## src/rtl/seq_game_ctrl.sv

```systemverilog
// Sequencing controller for the 4-button memory-sequence game: builds an LFSR pattern,
// replays the first lv steps on the lamps, then checks the player's presses.
module seq_game_ctrl #(
  parameter int unsigned MAX_LV      = 8,
  parameter int unsigned SHOW_CYC    = 4,
  parameter int unsigned GAP_CYC     = 2,
  parameter int unsigned TIMEOUT_CYC = 64,
  parameter logic [7:0]  SEED        = 8'hA5
) (
  input  logic       clk,
  input  logic       reset,
  input  logic       tick,
  input  logic       start,
  input  logic [3:0] b,
  output logic [3:0] lamp,
  output logic [3:0] lv,
  output logic       busy,
  output logic       win,
  output logic       fail
);

  localparam int unsigned MaxCyc =
      (TIMEOUT_CYC > SHOW_CYC) ? ((TIMEOUT_CYC > GAP_CYC) ? TIMEOUT_CYC : GAP_CYC)
                               : ((SHOW_CYC > GAP_CYC) ? SHOW_CYC : GAP_CYC);
  localparam int unsigned TmrW = $clog2(MaxCyc + 1);

  typedef enum logic [2:0] {
    StIdle, StLoad, StShow, StGap, StInput, StPause, StWin, StFail
  } state_e;

  state_e                  state_q, state_d;
  logic [7:0]              lfsr_q, lfsr_d;
  logic [3:0]              idx_q, idx_d;
  logic [TmrW-1:0]         tmr_q, tmr_d;
  logic [3:0]              lv_q, lv_d;
  logic [3:0]              b_prev_q;
  logic [2*MAX_LV-1:0]     pat_q, pat_d;
  logic [3:0]              lamp_q, lamp_d;
  logic                    busy_q, busy_d;
  logic                    win_q, win_d;
  logic                    fail_q, fail_d;

  logic [3:0] rise;
  logic [3:0] exp_oh;
  logic       last_step;
  logic       lfsr_fb;

  function automatic logic [3:0] onehot(input logic [1:0] p);
    return 4'b0001 << p;
  endfunction

  assign rise      = b & ~b_prev_q;
  assign exp_oh    = onehot(pat_q[{idx_q, 1'b0} +: 2]);
  assign last_step = (idx_q == lv_q - 4'd1);
  assign lfsr_fb   = lfsr_q[7] ^ lfsr_q[5] ^ lfsr_q[4] ^ lfsr_q[3];

  always_comb begin
    state_d = state_q;
    lfsr_d  = lfsr_q;
    idx_d   = idx_q;
    tmr_d   = tmr_q;
    lv_d    = lv_q;
    pat_d   = pat_q;

    unique case (state_q)
      StIdle, StWin, StFail: begin
        if ((state_q != StIdle || start) && start) begin
          state_d = StLoad;
          idx_d   = '0;
          lv_d    = '0;
        end
      end
      StLoad: begin
        // idx doubles as the write pointer while the pattern is built
        pat_d[{idx_q, 1'b0} +: 2] = lfsr_q[1:0];
        lfsr_d = {lfsr_q[6:0], lfsr_fb};
        if (idx_q == 4'(MAX_LV - 1)) begin
          idx_d   = '0;
          lv_d    = 4'd1;
          tmr_d   = '0;
          state_d = StShow;
        end else begin
          idx_d = idx_q + 4'd1;
        end
      end
      StShow: begin
        if (tick) begin
          if (tmr_q == TmrW'(SHOW_CYC - 1)) begin
            tmr_d   = '0;
            state_d = StGap;
          end else begin
            tmr_d = tmr_q + TmrW'(1);
          end
        end
      end
      StGap: begin
        if (tick) begin
          if (tmr_q == TmrW'(GAP_CYC - 1)) begin
            tmr_d = '0;
            if (!last_step) begin
              idx_d   = idx_q + 4'd1;
              state_d = StShow;
            end else begin
              idx_d   = '0;
              state_d = StInput;
            end
          end else begin
            tmr_d = tmr_q + TmrW'(1);
          end
        end
      end
      StInput: begin
        // a press takes priority over a coincident tick
        if (rise != 4'd0) begin
          if (rise == exp_oh && b == exp_oh) begin
            tmr_d = '0;
            if (!last_step) begin
              idx_d = idx_q + 4'd1;
            end else if (lv_q == 4'(MAX_LV)) begin
              state_d = StWin;
            end else begin
              lv_d    = lv_q + 4'd1;
              idx_d   = '0;
              state_d = StPause;
            end
          end else begin
            state_d = StFail;
          end
        end else if (tick) begin
          if (tmr_q == TmrW'(TIMEOUT_CYC - 1)) begin
            state_d = StFail;
          end else begin
            tmr_d = tmr_q + TmrW'(1);
          end
        end
      end
      StPause: begin
        if (tick) begin
          if (tmr_q == TmrW'(GAP_CYC - 1)) begin
            tmr_d   = '0;
            state_d = StShow;
          end else begin
            tmr_d = tmr_q + TmrW'(1);
          end
        end
      end
      default: state_d = StIdle;
    endcase
  end

  // Outputs are decoded from the next state so they move on the same edge as the state.
  always_comb begin
    lamp_d = 4'd0;
    busy_d = 1'b0;
    win_d  = 1'b0;
    fail_d = 1'b0;
    unique case (state_d)
      StLoad:  busy_d = 1'b1;
      StShow: begin
        busy_d = 1'b1;
        lamp_d = onehot(pat_d[{idx_d, 1'b0} +: 2]);
      end
      StGap:   busy_d = 1'b1;
      StInput: begin
        busy_d = 1'b1;
        lamp_d = b;
      end
      StPause: busy_d = 1'b1;
      StWin: begin
        win_d  = 1'b1;
        lamp_d = 4'b1111;
      end
      StFail:  fail_d = 1'b1;
      default: lamp_d = 4'd0;
    endcase
  end

  always_ff @(posedge clk) begin
    if (!reset) begin
      state_q  <= StIdle;
      lfsr_q   <= SEED;
      idx_q    <= '0;
      tmr_q    <= '0;
      lv_q     <= '0;
      b_prev_q <= '0;
      pat_q    <= '0;
      lamp_q   <= '0;
      busy_q   <= 1'b0;
      win_q    <= 1'b0;
      fail_q   <= 1'b0;
    end else begin
      state_q  <= state_d;
      lfsr_q   <= lfsr_d;
      idx_q    <= idx_d;
      tmr_q    <= tmr_d;
      lv_q     <= lv_d;
      b_prev_q <= b;
      pat_q    <= pat_d;
      lamp_q   <= lamp_d;
      busy_q   <= busy_d;
      win_q    <= win_d;
      fail_q   <= fail_d;
    end
  end

  assign lamp = lamp_q;
  assign lv   = lv_q;
  assign busy = busy_q;
  assign win  = win_q;
  assign fail = fail_q;

endmodule

```

## config.mk

```make
export PLATFORM = sky130hd
export DESIGN_NAME = seq_game_ctrl
export DESIGN_NICKNAME = d
export VERILOG_FILES = /design/src/rtl/seq_game_ctrl.sv
export SDC_FILE = /design/constraint.sdc
export NUM_CORES = 1
export LEC_CHECK = 0
export CORE_MARGIN = 5
export CORE_UTILIZATION = 60
export CTS_BUF_LIST = sky130_fd_sc_hd__clkbuf_8 sky130_fd_sc_hd__clkbuf_16
export DETAILED_ROUTE_END_ITERATION = 12
export PLACE_DENSITY = 0.8
export SYNTH_ARGS = -nofsm -noshare
export SYNTH_HDL_FRONTEND = slang
export SYNTH_SLANG_ARGS = --single-unit
```

## constraint.sdc

```tcl
create_clock -name clk -period 5.2 [get_ports clk]
set_clock_uncertainty 0.1 [all_clocks]
set_input_delay 1.04 -clock clk [delete_from_list [all_inputs] [get_ports clk]]
set_output_delay 1.04 -clock clk [all_outputs]
set_load 0.02 [all_outputs]
```

# Word level (Yosys, flattened, before mapping)
# Index checks and enable logic that the tools add are counted.
# W data, S select, Z words.
dict set report word_totals {
  regBits 53
  inputBits 8
}
dict set report op_classes {
  n_bitwise 5
  reduce_logical 13
  n_eq_ne 33
  shifts 6
  n_addsub 5
  n_mux 49
}
# operator count
set ops {}
lappend ops {{$mux W7} 9}
lappend ops {{$mux W4} 15}
lappend ops {{$mux W3} 14}
lappend ops {{$shiftx A16 B6 Y2} 2}
lappend ops {{$pmux W7 S4} 1}
lappend ops {{$eq A3 B3 Y1 const B} 8}
lappend ops {{$pmux W4 S3} 2}
lappend ops {{$pmux W3 S6} 1}
lappend ops {{$bwmux W16} 1}
lappend ops {{$mux W16} 1}
lappend ops {{$pmux W4 S4} 1}
lappend ops {{$shift A2 B7 Y16 const A} 1}
lappend ops {{$shiftx A2 B7 Y16} 1}
lappend ops {{$ne A2 B2 Y1 const B} 7}
lappend ops {{$reduce_and A7 Y1} 2}
lappend ops {{$eq A3 B2 Y1 const B} 4}
lappend ops {{$eq A4 B4 Y1} 3}
lappend ops {{$ne A3 B3 Y1 const B} 3}
lappend ops {{$add A4 B1 Y4 const B} 2}
lappend ops {{$reduce_bool A4 Y1} 2}
lappend ops {{$shl A1 B2 Y4 const A} 2}
lappend ops {{$add A7 B1 Y7 const B} 1}
lappend ops {{$eq A7 B1 Y1 const B} 1}
lappend ops {{$eq A7 B2 Y1 const B} 1}
lappend ops {{other kinds (19)} 26}

# Depth between registers and ports, before layout
# Gate-level depths: netlist of the first run.
dict set report depth {
  word_depth 10
  mapped_depth 14
  ltp_nobuf 12
}

# Worst setup path before layout of the first run
# OpenSTA, ideal clock, no wires.
dict set report synth_path {
  path_kind {register -> register}
  start {register idx_q[0]}
  end {register lamp_q[2], in the netlist lamp[2]}
  slack_ns 1.441
  required_ns 5.013
  arrival_time_ns 3.572
  setup_ns 0.087
  stages_incl_launch_ff 15
  n_path_buf 4
  cell_sequence {dfxtp_1 -> buf_6 -> mux4_2 -> nand2b_4 -> and2_4 -> buf_6 -> or3_4 -> o311ai_4 -> nand4_2 -> a311o_1 -> buf_6 -> buf_12 -> mux2_4 -> mux4_2 -> o31ai_1}
}
dict set report synth_via {
  elab_chain_len 10
}
# element line_no
set synth_lines {}
lappend synth_lines {{from (decl)} 33} ;# logic [3:0] idx_q, idx_d;
lappend synth_lines {{from (signal assigned)} 194} ;# idx_q <= idx_d;
lappend synth_lines {{$shiftx A16 B6 Y2} 53} ;# assign exp_oh = onehot(pat_q[{idx_q, 1'b0} +: 2]);
lappend synth_lines {{$shl A1 B2 Y4} 49} ;# return 4'b0001 << p;
lappend synth_lines {{$eq A4 B4 Y1} 115} ;# if (rise == exp_oh && b == exp_oh) begin
lappend synth_lines {{$logic_and A1 B1 Y1} 115}
lappend synth_lines {{$mux W4} 115}
lappend synth_lines {{$mux W4} 114} ;# if (rise != 4'd0) begin
lappend synth_lines {{$pmux W4 S4} 65} ;# unique case (state_q)
lappend synth_lines {{$shiftx A16 B6 Y2} 161} ;# lamp_d = onehot(pat_d[{idx_d, 1'b0} +: 2]);
lappend synth_lines {{$shl A1 B2 Y4} 49}
lappend synth_lines {{$pmux W4 S3 *} 157} ;# unique case (state_d)
lappend synth_lines {{to (signal assigned)} 199} ;# lamp_q <= lamp_d;
lappend synth_lines {{to (decl)} 38} ;# logic [3:0] lamp_q, lamp_d;
# Mark *: on every way between the ends. The rest lies on a longest branch, timed or not.
# A chain may end at the register's enable or synchronous reset.

# Final worst setup path of the first run
dict set report layout_path {
  start {register idx_q[0]}
  end {register lamp_q[1], in the netlist lamp[1]}
}
# The elaborated chain is that of the path after synthesis.

==> results_dict.tcl, run 1 <==
set metrics [dict create \
    status "completed" \
    fillCellCount 474 \
    intPower_uw 612 \
    fp.coreArea_mm2 0.00557 \
    synth_area_mm2 0.00347 \
    synthCells 420 \
    drv_slew 0 \
    antenna_found_initial 0 \
    num_antenna_cells 0 \
    synth_commonest_cells "dfxtp_1 (53), nor2_1 (52), nand2_1 (45)" \
    critPathRequiredTime_ps 5320 \
    slew-limit-headroom_pct 39.4 \
    numPortBuffers 18 \
    clkPwrFrac_pct 34.2 \
    gr-total-overflow 0 \
    seq_area_frac_synth_pct 30.6 \
    worstRegToRegCells 11 \
    drt_wl_total_um 8200 \
    async_flop_share_pct 0 \
    hold_path_class "flop to flop" \
    io_pins 19 \
    drc 0 \
    grt_max_degree 24 \
    layout_min_cycle_time_ps 4600 \
    rows 27 \
    hold-path-cell-count 2 \
    via_per_inst 6.27 \
    synth_edf_count 0 \
    synth_top_cell_area_share_pct 30.6 \
    ir_worst_vdd_uv 184 \
    worstPathArrival_ps 4720 \
    ctsResizeCount 0 \
    worstPathMaxFanout 17 \
    ys.flop_type "dfxtp_1" \
    net-switching-power_uw 222 \
    synth_most_common_cell "dfxtp_1" \
    power_density_mw_per_mm2 222 \
    multi_input_area_mm2 0.00224 \
    setup_viol_count_final 0 \
    synth_warnings 0 \
    syn_nets 434 \
    end_kind "flop" \
    synth_area_leaders "dfxtp_1 (31%), mux2i_1 (8.9%), nor2_1 (5.6%)" \
    rsz0062_at_grt "false" \
    cts.path.max_buffers 2 \
    dieArea_mm2 0.00741 \
    routedWlPerCell_um 16.4 \
    worst_pin_slew_ps 909 \
    register_area_mm2 0.00106 \
    stdcell_count 499 \
    r2r_slack_ps 600 \
    drive_gt1_share_pct 7.73 \
    critical_path_class "flop to flop" \
    num_vias 3127 \
    die_w_um 86.1 \
    synthAdderAreaFrac_pct 2.16 \
    cts_tree "built" \
    yosys.area.top_type "dfxtp_1" \
    synth_xor_area_share_pct 3.71 \
    p_comb_share_pct 14.3 \
    postSynthAreaPerCell_um2 8.27 \
    p_sw_share_pct 26.7 \
    total_power_uw 834 \
    hpwl_um 5990 \
    pwr-share-seq_pct 51.5 \
    synthSimpleGateAreaFrac_pct 26.7 \
    fp.dieH_um 86.1 \
    cts_sinks 53 \
    clk_latency_ps 310 \
    cap_violations 0 \
    synthMuxAreaShare_pct 14.9 \
    cts_made_buffers 5 \
    placedCellCount 491 \
    final_nets 440 \
    start_util_pct 62.3 \
    synth_top_family_by_area "simple AND/OR/NAND/NOR gates" \
    htree_levels 2 \
    ys_ff_latch 53 \
    grt_pass1_vias 2907 \
    start_kind "flop" \
    drt_iter0_markers 313 \
    firstDrtPassIters 5 \
    cts_hold_buf 0 \
    drtAntennaViolNets 0 \
    yosysUniqueCellTypes 65 \
    synth_compound_area_share_pct 17.2 \
    finalHoldViolations 0 \
    grt_usage_pct 22.8 \
    path_clk_slew_ps 90 \
    place_congestion 0.895 \
    finalCritPeriodShare_pct 88.4 \
    leakage_nw 1.41 \
    postCtsSetupBuffers 0 \
    synthToLayoutAreaGrowth_pct 8.04 \
    tns_ps 0 \
    grt_pass1_wl_um 13800 \
    cts_root_buf "clkbuf_8" \
    fmax_ghz 0.217 \
]
[power by group through the flow]
stage / Clock, mW / Combinational, mW / Sequential (mW)
after detailed placement: 0 / 0.117 / 0.439
after global routing: 0.312 / 0.131 / 0.432
after global placement: 0 / 0.114 / 0.439
after CTS: 0.291 / 0.118 / 0.430
after floorplan: 0 / 0.0966 / 0.432
final: 0.285 / 0.119 / 0.430
[worst max-delay path: stages (launching register included)]
cell	delay, ps
dfxtp_1	620
buf_4	260
inv_1	110
a31oi_1	430
and3_1	320
o21ai_0	100
o21ai_1	410
and4_1	280
a311o_1	730
mux2_1	390
mux4_2	500
o31ai_1	260
[cells by family after synthesis]
group	after synthesis
multiplexers	44
AND/OR/NAND/NOR	184
buffers and inverters	32
XOR/XNOR	13
AO/OA/AOI/OAI	88
flip-flops	53
adder cells (fa/ha/maj)	6
[cell usage in the layout, fill, tap and decap left out, types with 3 or more instances in the layout]
cell type / Yosys / final
dfxtp_1: 53 / 53
nor2_1: 52 / 52
nand2_1: 45 / 45
mux2i_1: 31 / 31
a21oi_1: 22 / 22
o21ai_0: 21 / 21
clkdlybuf4s50_1: 0 / 18
nand3_1: 14 / 14
and2_1: 12 / 12
nand2b_1: 11 / 11
inv_1: 10 / 10
nor2b_1: 10 / 10
xnor2_1: 9 / 9
nor3_1: 7 / 7
and3_1: 7 / 7
ha_1: 6 / 6
or3_1: 5 / 5
mux4_2: 5 / 5
o31ai_1: 5 / 5
mux2_1: 5 / 5
clkbuf_8: 0 / 5
a31oi_1: 4 / 4
o211ai_1: 4 / 4
nand4_1: 3 / 3
xor2_1: 3 / 3
a21o_1: 3 / 3
o22ai_1: 3 / 3
a311o_1: 3 / 3
or2_2: 3 / 3
a22oi_1: 3 / 3
buf_4: 1 / 3
[metal layers]
layer / GRT usage, % / wire length (um) / up-vias
met5: 0 / 0 / -
met4: 5.76 / 114 / 0
met3: 3.65 / 395 / 15
met2: 37.1 / 3860 / 105
met1: 31.3 / 3830 / 1490
li1: - / - / 1517
[worst paths after layout]
kind,startpoint,endpoint
worst max-delay path,idx_q[0]$_SDFF_PN0_,lamp[1]$_SDFF_PN0_
worst min register to register,lfsr_q[2]$_SDFFE_PN1P_,lfsr_q[3]$_SDFFE_PN0P_
worst min-delay path,lfsr_q[2]$_SDFFE_PN1P_,lfsr_q[3]$_SDFFE_PN0P_
worst max register to register,idx_q[0]$_SDFF_PN0_,lamp[1]$_SDFF_PN0_
[layout make-up]
type                       count  area share [%]
inverter                      10            1.00
sequential                    53            28.3
tap                           72            2.40
clock buffer                   5            1.83
multi-input combinational    335            59.8
timing repair buffer          21            5.40
clock inverter                 3            1.23
[metrics by stage]
stage | cell area [um2] | hold WS, ps | setup WS [ps] | utilization [%]
2_1_floorplan | 3470 | 332 | 1440 | -
3_3_place_gp | 3640 | 345 | 536 | 65.2
3_5_place_dp | 3640 | 361 | 403 | 65.2
4_1_cts | 3750 | 379 | 684 | 67.3
5_1_grt | 3750 | 409 | 286 | 67.3
6_report | 3750 | 368 | 601 | 67.3
[sequential cells by signal, indices dropped and copies added, names as in the netlist]
name      flops
lfsr_q        8
win           1
b_prev_q      4
lamp          4
lv            4
idx_q         4
tmr_q         7
fail          1
state_q       3
busy          1
pat_q        16
Note: power is estimated with default switching activity, not from simulation.
==> run 2, diff against run 1 <==
--- a/config.mk
+++ b/config.mk
@@ -6,10 +6,10 @@
 export NUM_CORES = 1
 export LEC_CHECK = 0
 export CORE_MARGIN = 5
-export CORE_UTILIZATION = 60
+export CORE_UTILIZATION = 54
 export CTS_BUF_LIST = sky130_fd_sc_hd__clkbuf_8 sky130_fd_sc_hd__clkbuf_16
 export DETAILED_ROUTE_END_ITERATION = 12
-export PLACE_DENSITY = 0.8
+export PLACE_DENSITY = 0.76
 export SYNTH_ARGS = -nofsm -noshare
 export SYNTH_HDL_FRONTEND = slang
 export SYNTH_SLANG_ARGS = --single-unit
==> constraint.sdc (replaced) <==
create_clock -name clk -period 4.1 [get_ports clk]
set_clock_uncertainty 0.1 [all_clocks]
set_input_delay 0.82 -clock clk [delete_from_list [all_inputs] [get_ports clk]]
set_output_delay 0.82 -clock clk [all_outputs]
set_load 0.02 [all_outputs]
==> run 2 against run 1 <==
  * First-iteration DRC count shrank 16%
  * Maximum frequency is 17% higher
  * Clock-buffer cell count unchanged
  * Routed wire length is 4.9% higher
  * Critical path type unchanged
  * Cell count rose by 5.8%
  * Flip-flop and latch count stayed put
  * Critical endpoint is now lamp[0]$_SDFF_PN0_
  * Clock power up 5%
  * Register-to-register slack worse by 420 ps
  * Critical path depth increased by 1
  * Via count up 1.2%
==> results_dict.tcl, run 2 (same netlist as run 1, synthesis figures left out) <==
set metrics [dict create \
    status "completed" \
    fmax_ghz 0.255 \
    num_vias 3166 \
    start_util_pct 55.0 \
    cts_root_buf "clkbuf_8" \
    net-switching-power_uw 289 \
    numPortBuffers 18 \
    leakage_nw 1.52 \
    io_pins 19 \
    register_area_mm2 0.00106 \
    cts.path.max_buffers 2 \
    worst_pin_slew_ps 756 \
    finalHoldViolations 0 \
    clkPwrFrac_pct 29.5 \
    gr-total-overflow 0 \
    hold_path_class "flop to flop" \
    fp.dieH_um 90.2 \
    regMostFlops "pat_q" \
    drv_slew 0 \
    worstPathMaxFanout 16 \
    clk_latency_ps 320 \
    path_clk_slew_ps 100 \
    start_kind "flop" \
    power_density_mw_per_mm2 258 \
    intPower_uw 727 \
    critical_path_class "flop to flop" \
    rsz0062_at_grt "false" \
    grt_pass1_wl_um 14400 \
    slowest_delay_ps 590 \
    num_antenna_cells 0 \
    drt_iter0_markers 263 \
    cts_tree "built" \
    fillCellCount 538 \
    hold_ws_ps 359 \
    die_w_um 90.2 \
    end_kind "flop" \
    grt_pass1_vias 3001 \
    drt_wl_total_um 8610 \
    place_congestion 0.977 \
    slew-limit-headroom_pct 49.5 \
    drc 0 \
    antenna_found_initial 0 \
    firstDrtPassIters 5 \
    layout_min_cycle_time_ps 3920 \
    via_per_inst 6.00 \
    final_common_cell "dfxtp_1" \
    finalCritPeriodShare_pct 95.7 \
    multi_input_area_mm2 0.00226 \
    fp.coreArea_mm2 0.00631 \
    ir_worst_vdd_uv 167 \
    drive_gt1_share_pct 13.1 \
    final_nets 464 \
    cts_sinks 53 \
    p_comb_share_pct 17.3 \
    dp_slack_ps -33.9 \
    slowest_stage "a311o_1" \
    rows 29 \
    synthToLayoutAreaGrowth_pct 13.2 \
    grt_max_degree 24 \
    pwr-share-seq_pct 53.2 \
    p_sw_share_pct 28.4 \
    setup_ws_ps 177 \
    largest_reg_flops 16 \
    grt_usage_pct 20.9 \
    final_util_pct 62.2 \
    worstPathArrival_ps 4060 \
    critPathRequiredTime_ps 4240 \
    drtAntennaViolNets 0 \
    dieArea_mm2 0.00813 \
    crit_family "compound AO/OA/AOI/OAI gates" \
    htree_levels 2 \
    mostFrequentLayoutCells "dfxtp_1 (53), nor2_1 (52), nand2_1 (45), mux2i_1 (31), buf_4 (27)" \
    cp.buffers_inverters 2 \
    routedWlPerCell_um 16.3 \
    cts_made_buffers 5 \
    worstPathCellList "buf_4, mux2i_1, a221oi_2, and2_4, a21oi_1, o311ai_4, nand4_2, a311o_1, buf_4, mux2i_1, mux4_2, o311ai_1" \
    cap_violations 0 \
    largestRegisters "pat_q (16), lfsr_q (8), tmr_q (7)" \
    hpwl_um 6410 \
    setup_viol_count_final 0 \
    postCtsSetupBuffers 0 \
]
## run 2: layout make-up
cell class	count	share of cell area [%]
clock buffers	5	1.75
multi-input cells	335	57.6
clock inverters	3	0.446
flip-flops and latches	53	27.0
inverters	10	0.955
well taps	77	2.45
repair buffers	45	9.75
## run 2: power by group through the flow
| stage | registers (mW) | clock network (mW) | logic, mW |
|---|---|---|---|
| floorplan | 0.548 | 0 | 0.123 |
| global placement | 0.552 | 0 | 0.167 |
| detailed placement | 0.552 | 0 | 0.171 |
| CTS | 0.540 | 0.308 | 0.173 |
| global route | 0.543 | 0.328 | 0.192 |
| finish | 0.540 | 0.300 | 0.175 |
## run 2: worst min-delay path, stage by stage (launching register included)
cell and delay (ps):
dfxtp_1 320, nand2_1 50, a21oi_1 50
## run 2: metal layers
metal,track usage [%],wire (um),vias to the layer above
met1,27.5,3840,1473
met3,3.51,471,20
met4,7.20,197,0
li1,-,-,1565
met2,34.6,4100,108
met5,0,0,-
## run 2: what timing repair did
action                                  4_1_cts  5_1_grt
hold buffers                                  0        0
endpoints found under the setup margin        0        4
gates resized for setup                       0        3
## run 2: metrics by stage
stage               total power [mW]  std cells  setup TNS [ps]  area (um2)
CTS                             1.02        528               0        3910
detailed placement             0.723        520           -37.0        3820
floorplan                      0.671        420               0        3470
global route                    1.06        528               0        3930
global placement               0.718        520               0        3820
finish                          1.02        528               0        3930
## run 2: path summary, 6_finish.rpt
kind,start,end,slack [ps],cells past startpoint
hold / removal,lfsr_q[2]$_SDFFE_PN1P_,lfsr_q[3]$_SDFFE_PN0P_,360,2
setup / recovery,idx_q[0]$_SDFF_PN0_,lamp[0]$_SDFF_PN0_,180,12
setup reg to reg,idx_q[0]$_SDFF_PN0_,lamp[0]$_SDFF_PN0_,180,12
hold reg to reg,lfsr_q[2]$_SDFFE_PN1P_,lfsr_q[3]$_SDFFE_PN0P_,360,2
